**src/rtl/control_sequencer.sv**
```systemverilog
// Microcoded control sequencer: decodes opcode + flags into a 16-bit control word and
// steps microsteps on tick. Optional feature macro: CONTROL_SEQUENCER_EARLY_END_EN.
module control_sequencer #(
    parameter int DATA_WIDTH   = 8,
    parameter int OPCODE_WIDTH = 4,
    parameter int STEPS        = 5,
    parameter int STEP_WIDTH   = 3
) (
    input  logic                  clk,
    input  logic                  rst,
    input  logic                  tick,
    input  logic                  run,
    input  logic                  step_req,
    input  logic [DATA_WIDTH-1:0] instr_in,
    input  logic                  flag_c,
    input  logic                  flag_z,
    output logic [15:0]           ctrl,
    output logic [STEP_WIDTH-1:0] step,
    output logic                  halted,
    output logic                  instr_done
);

    localparam logic [STEP_WIDTH-1:0] LAST_STEP = STEP_WIDTH'(STEPS - 1);
    localparam logic [STEP_WIDTH-1:0] STEP_TWO  = STEP_WIDTH'(2);

    localparam logic [15:0] CW_FETCH0 = 16'h4004;
    localparam logic [15:0] CW_FETCH1 = 16'h1408;
    localparam logic [15:0] CW_IR_MAR = 16'h4800;
    localparam logic [15:0] CW_RAM_A  = 16'h1200;
    localparam logic [15:0] CW_RAM_B  = 16'h1020;
    localparam logic [15:0] CW_ADD    = 16'h0281;
    localparam logic [15:0] CW_SUB    = 16'h02C1;
    localparam logic [15:0] CW_STORE  = 16'h2100;
    localparam logic [15:0] CW_LDI    = 16'h0A00;
    localparam logic [15:0] CW_JUMP   = 16'h0802;
    localparam logic [15:0] CW_OUT    = 16'h0110;
    localparam logic [15:0] CW_HALT   = 16'h8000;

    logic [OPCODE_WIDTH-1:0] opcode;
    logic                    opcode_legal;
    logic [3:0]              op_eff;
    logic [15:0]             word;
    logic [15:0]             ctrl_int;
    logic                    adv;
    logic                    hlt_hit;
    logic                    early_end;
    logic                    wrap;

    logic [STEP_WIDTH-1:0]   step_q, step_d;
    logic                    halted_q, halted_d;
    logic                    pending_q, pending_d;
    logic                    done_q, done_d;

    function automatic logic [15:0] microcode(
        input logic [STEP_WIDTH-1:0] s,
        input logic [3:0]            op,
        input logic                  c,
        input logic                  z
    );
        logic [15:0] w;
        w = 16'h0000;
        case (int'(s))
            0: w = CW_FETCH0;
            1: w = CW_FETCH1;
            2: begin
                case (op)
                    4'h1, 4'h2, 4'h3, 4'h4: w = CW_IR_MAR;
                    4'h5: w = CW_LDI;
                    4'h6: w = CW_JUMP;
                    4'h7: w = c ? CW_JUMP : 16'h0000;
                    4'h8: w = z ? CW_JUMP : 16'h0000;
                    4'hE: w = CW_OUT;
                    4'hF: w = CW_HALT;
                    default: w = 16'h0000;
                endcase
            end
            3: begin
                case (op)
                    4'h1: w = CW_RAM_A;
                    4'h2, 4'h3: w = CW_RAM_B;
                    4'h4: w = CW_STORE;
                    default: w = 16'h0000;
                endcase
            end
            4: begin
                case (op)
                    4'h2: w = CW_ADD;
                    4'h3: w = CW_SUB;
                    default: w = 16'h0000;
                endcase
            end
            default: w = 16'h0000;
        endcase
        return w;
    endfunction

    assign opcode = instr_in[DATA_WIDTH-1 -: OPCODE_WIDTH];

    // Wider opcodes only map onto the 4-bit table when their upper bits are clear.
    generate
        if (OPCODE_WIDTH > 4) begin : g_wide_opcode
            assign opcode_legal = (opcode[OPCODE_WIDTH-1:4] == '0);
        end else begin : g_narrow_opcode
            assign opcode_legal = 1'b1;
        end
        if (DATA_WIDTH > OPCODE_WIDTH) begin : g_operand
            logic unused_operand_bits;
            assign unused_operand_bits = ^instr_in[DATA_WIDTH-OPCODE_WIDTH-1:0];
        end
    endgenerate

    assign op_eff = opcode_legal ? opcode[3:0] : 4'h0;

    always_comb begin
        word      = microcode(step_q, op_eff, flag_c, flag_z);
        ctrl_int  = halted_q ? 16'h0000 : word;
        adv       = tick & ~halted_q & (run | pending_q);
        hlt_hit   = adv & ctrl_int[15];
`ifdef CONTROL_SEQUENCER_EARLY_END_EN
        early_end = (step_q >= STEP_TWO) && (ctrl_int == 16'h0000);
`else
        early_end = 1'b0;
`endif
        wrap      = adv & ~hlt_hit & ((step_q == LAST_STEP) | early_end);

        step_d = step_q;
        if (adv && !hlt_hit) begin
            step_d = wrap ? '0 : step_q + STEP_WIDTH'(1);
        end
        halted_d  = halted_q | hlt_hit;
        // A request arriving with an advance survives, so it yields one further advance.
        pending_d = (pending_q & ~adv) | (step_req & ~run & ~halted_q);
        done_d    = wrap;
    end

    always_ff @(posedge clk) begin
        if (rst) begin
            step_q    <= '0;
            halted_q  <= 1'b0;
            pending_q <= 1'b0;
            done_q    <= 1'b0;
        end else begin
            step_q    <= step_d;
            halted_q  <= halted_d;
            pending_q <= pending_d;
            done_q    <= done_d;
        end
    end

    assign ctrl       = ctrl_int;
    assign step       = step_q;
    assign halted     = halted_q;
    assign instr_done = done_q;

endmodule

```
**config.mk**
```make
export PLATFORM = sky130hd
export DESIGN_NAME = control_sequencer
export DESIGN_NICKNAME = d
export VERILOG_FILES = /design/src/rtl/control_sequencer.sv
export SDC_FILE = /design/constraint.sdc
export NUM_CORES = 1
export LEC_CHECK = 0
export CAP_MARGIN = 15
export CELL_PAD_IN_SITES_DETAIL_PLACEMENT = 0
export CELL_PAD_IN_SITES_GLOBAL_PLACEMENT = 1
export CORE_MARGIN = 2
export CORE_UTILIZATION = 25
export CTS_CLUSTER_DIAMETER = 40
export CTS_CLUSTER_SIZE = 40
export DETAILED_ROUTE_END_ITERATION = 6
export PLACE_DENSITY = 0.84
export SETUP_SLACK_MARGIN = 0.2
export SLEW_MARGIN = 20
export SYNTH_ARGS = -nofsm -noshare
export SYNTH_HDL_FRONTEND = slang
export SYNTH_SLANG_ARGS = --single-unit
```
**constraint.sdc**
```tcl
create_clock -name clk -period 2.2 [get_ports clk]
set_input_delay 0.22 -clock clk [delete_from_list [all_inputs] [get_ports clk]]
set_output_delay 0.22 -clock clk [all_outputs]
set_load 0.03 [all_outputs]
```
# Yosys cells after proc, flatten, opt, wreduce, memory -nomap -nowiden
# Index checks and enable logic that the tools add are counted.
[classes]
n_addsub = 1
n_eq_ne = 14
mux = 8
n_bitwise = 15
n_reduce_logical = 5
[ops]
columns = ["cell", "count"]
rows = [
  ["16-bit case mux with 7 select lines", 1],
  ["16-bit case mux with 5 select lines", 1],
  ["14-bit case mux with 3 select lines", 1],
  ["12-bit 2-to-1 mux", 2],
  ["10-bit case mux with 2 select lines", 1],
  ["4-bit by 3-bit == test with 1-bit output, second input constant", 4],
  ["16-bit 2-to-1 mux", 1],
  ["4-bit == test, second input constant", 3],
  ["1-bit bitwise AND", 8],
  ["4-bit by 2-bit == test with 1-bit output, second input constant", 2],
  ["3-bit by 2-bit == test with 1-bit output, second input constant", 2],
  ["4-bit by 1-bit == test with 1-bit output, second input constant", 1],
  ["1-bit NOT", 4],
  ["4-bit OR reduction", 1],
  ["3-bit by 1-bit adder with 3-bit output, second input constant", 1],
  ["3-bit by 1-bit == test with 1-bit output, second input constant", 1],
  ["3-bit == test, second input constant", 1],
  ["3-bit zero test", 1],
  ["3-bit 2-to-1 mux", 1],
  ["1-bit bitwise OR", 3],
  ["2-bit OR reduction", 1],
  ["1-bit logical AND", 1],
  ["1-bit zero test", 1],
]
[word_totals]
ff_bits = 6
in_bits = 15
output_inout_bits = 21

# Logic depth before layout (Yosys ltp)
[depth]
ltp_word = 10
mapped_depth = 7
mapped_depth_nobuf = 6

# Worst setup path before layout
# OpenSTA, ideal clock, no wires.
[synth_path]
path_kind = "register -> output"
from = "register step_q[0] (netlist: step[0])"
to = "output ctrl[7]"
arrival_ps = 2048
required_ps = 1980
slack_ps = -68
path_stages_with_launch = 7
n_path_buf = 1
cell_sequence = "dfxtp_1 > inv_1 > ha_1 > or4_1 > o211ai_2 > nor2_1 > buf_4"
[synth_between]
elab_chain_len = 3
word_cells_on_any_way = 7
[synth_rtl]
columns = ["item", "line", "source"]
rows = [
  ["start, declared", "49", "logic [STEP_WIDTH-1:0] step_q, step_d;"],
  ["start signal, assigned", "143", "step_q <= step_d;"],
  ["3-bit == test, or another cell as far along", "62", "case (int'(s))"],
  ["16-bit case mux with 5 select lines (*)", "62", ""],
  ["16-bit 2-to-1 mux (*)", "116", "ctrl_int = halted_q ? 16'h0000 : word;"],
  ["end, declared", "17", "output logic [15:0] ctrl,"],
]
# Every way passes the cells marked *; elsewhere a longest branch is shown, timed or not.

# Worst setup path after layout
[layout_path]
from = "register step_q[0] (netlist: step[0])"
to = "output ctrl[5]"
# Same word-level chain as after synthesis.

==> results.cfg <==
[run_status]
status = complete, no violations

[place]
gp_congestion = 0.7341
port_buffers = 31
pre_cts_ws_ns = -0.1013
place_hpwl_mm = 1.500

[drt]
drc = 0
viasPerCell = 4.719
drt_iter0_markers = 8
first_pass_iters = 4
ant_nets = 0
post_drt_wl_per_cell_um = 11.54
via_count = 788
wl_mm = 1.927

[yosys]
synth_cells = 86
post_synth_main_area_contributors = dfxtp_1, ha_1, nor2_1
synth_fa_ha_area_share_pct = 9.901
synthArstFlopShare_pct = 0
synth-xor-area-share_pct = 1.386
synth_top_area_cell = dfxtp_1
ys_warn_count = 0
muxShareOfSynthArea_pct = 4.752
seq_area_frac_synth_pct = 19.01
synth_commonest_cells = nor2_1, inv_1, nand2_1
yosysMostFrequentCell = nor2_1
synth_area_um2 = 631.9
synth_seq_cells = 6
synth_cell_type_count = 30
syn_area_per_cell_um2 = 7.347
synth_edf_count = 0
synth_compound_area_share_pct = 20.79
synth_top_family_by_area = simple AND/OR/NAND/NOR gates
syn_nets = 106
yosysTopAreaCellShare_pct = 19.01
synthFlopType = dfxtp_1
yosys.area_share.simple_pct = 32.87

[timing]
fmax_ghz = 0.4851
worst_slew_pin_slew_ns = 0.4906
relSlewSlack_pct = 66.45
fin_crit_sh_pct = 93.70
finalSetupViolCount = 0
post-route-min-period_ns = 2.061
hold_ws_ns = 0.4808
report.final.slew_viol_count = 0
rsz0062_at_grt = yes
fin_worst_skew_ns = 0.01103
fin_ws_ns = 0.1387
finalHoldViolCount = 0

[cts]
cts.reportedPaths.clkPinSlew_ns = 0.05
clock_latency_ns = 0.24
cts_tree = built
cts.sinks = 6
clock-root-buffer = clkbuf_4
ctsHtreeMaxLevel = 1
cts.path.max_buffers = 2
cts_buffers = 3

[global_routing]
grt_pass1_vias = 738
grt_max_degree = 11
gr-total-overflow = 0
antenna_found_initial = 0
grt_pass1_wl_mm = 3.008
grt_usage_pct = 13.30

[cells_and_area]
final_util_pct = 51.54
finalNetCount = 158
drive_gt1_share_pct = 43.80
n_antenna_cell = 0
area_growth_pct = 98.42

[worst_setup_path]
path_buf_inv = 3
cp_max_fo = 6
worstSetupEndpointType = output port
regToRegStartpoint = step[0]$_SDFFE_PP0N_
slowest_delay_ns = 0.54
r2r_setup_slack_ns = 0.21
cpLargestDelayFamily = simple AND/OR/NAND/NOR gates
critPathKind = register to output port
timing.rr.end = step[1]$_SDFFE_PP0N_
cp.arrival_ns = 1.84
cp_cell_sequence = inv_4 > ha_4 > or4_4 > o211ai_4 > buf_8 > nor3_2 > buf_4
cpMaxStageDelayCell = or4_4
crit_required_ns = 1.98
worst-r2r-cell-count = 10
start_kind = register

[min_path]
hold_class = register to register
hold_depth = 2
min_to = pending_q$_SDFF_PP0_
min_from = pending_q$_SDFF_PP0_

[floorplan]
io-pin-count = 36
dieArea_um2 = 2946
core_area_um2 = 2432
die_w_um = 54.28
start_util_pct = 25.98
num_rows = 18
die_h_um = 54.28

[power_and_ir_drop]
p_leak_nw = 0.5360
vdd_drop_max_mv = 0.4748
powerDensity_nw_per_um2 = 345.3

[job]
drv_cap = 0
-- routing by layer --
metal	GRT usage (%)	part of all wire, %
met5	0	0
met4	2.500	0
met3	1.913	6.0
met2	24.90	52
met1	15.98	42
-- logic make-up after synthesis --
family,Yosys count
simple gates,39
compound gates,18
buf+inv,14
flops,6
fa+ha+maj,5
mux,3
xor+xnor,1
-- per-stage QoR --
step / TNS, ns / area (µm²) / power (mW) / std cells
floorplan: 0 / 646.9 / 0.2108 / 86
global route: 0 / 1254 / 0.4645 / 167
CTS: 0 / 1147 / 0.4160 / 164
global placement: -0.2059 / 1084 / 0.2888 / 160
detailed placement: -0.5415 / 1084 / 0.2927 / 160
finish: 0 / 1254 / 0.4329 / 167
-- what timing repair did --
action | in CTS | in global routing
pin swaps | 6 | 5
endpoints found under the hold margin | 0 | 0
gates resized for setup | 65 | 22
setup endpoints to repair | 12 | 14
hold buffers | 0 | 0
setup buffers | 0 | 3
-- placed cells by master, fill, tap and decap left out, types with 3 or more instances in the layout --
cell | synthesis | routed
nand4_1 | 3 | 3
ha_1 | 5 | 3
clkbuf_4 | 0 | 3
nor2_1 | 15 | 13
nand2_1 | 7 | 7
o21ai_0 | 5 | 4
buf_6 | 1 | 9
dfxtp_1 | 6 | 4
clkdlybuf4s50_1 | 0 | 15
mux2i_1 | 3 | 3
a21oi_1 | 6 | 4
inv_1 | 8 | 6
buf_4 | 2 | 25
-- registers in the layout (all words and copies together), names as in the netlist --
name and cells:
halted 1, pending_q 1, instr_done 1, step 3
-- cell type report --
cell class,instances,area (µm²)
fill,250,1179
multi-input combinational,66,544.3
clock buffer,4,26.28
inverter,8,32.53
tap,30,37.54
timing repair buffer,53,488.0
sequential,6,125.1
-- report_power, final --
group / leakage (nW) / internal [mW] / total, mW / switching (mW)
logic: 0.471 / 0.101 / 0.206 / 0.104
clock network: 0.0150 / 0.0688 / 0.110 / 0.0408
registers: 0.0499 / 0.113 / 0.118 / 0.00498
-- worst register-to-register path: cells and delay by family (launching register included) --
kind | cells | cell delay (ns)
flops | 1 | 0.38
compound gates | 1 | 0.37
fa+ha+maj | 1 | 0.15
mux | 1 | 0.23
simple gates | 2 | 0.20
buf+inv | 5 | 0.54
-- worst max path at each step --
stage / depth (start not counted) / end / start / slack (ns)
2_1_floorplan: 6 / ctrl[7] / step[1]$_SDFFE_PP0N_ / 0.18
3_3_place_gp: 7 / ctrl[5] / step[0]$_SDFFE_PP0N_ / -0.04
3_5_place_dp: 7 / ctrl[6] / step[0]$_SDFFE_PP0N_ / -0.10
4_1_cts: 7 / ctrl[6] / step[1]$_SDFFE_PP0N_ / 0.12
5_1_grt: 7 / ctrl[5] / step[0]$_SDFFE_PP0N_ / 0.06
6_report: 7 / ctrl[5] / step[0]$_SDFFE_PP0N_ / 0.14
No activity file was read; power rests on OpenSTA's default activity.
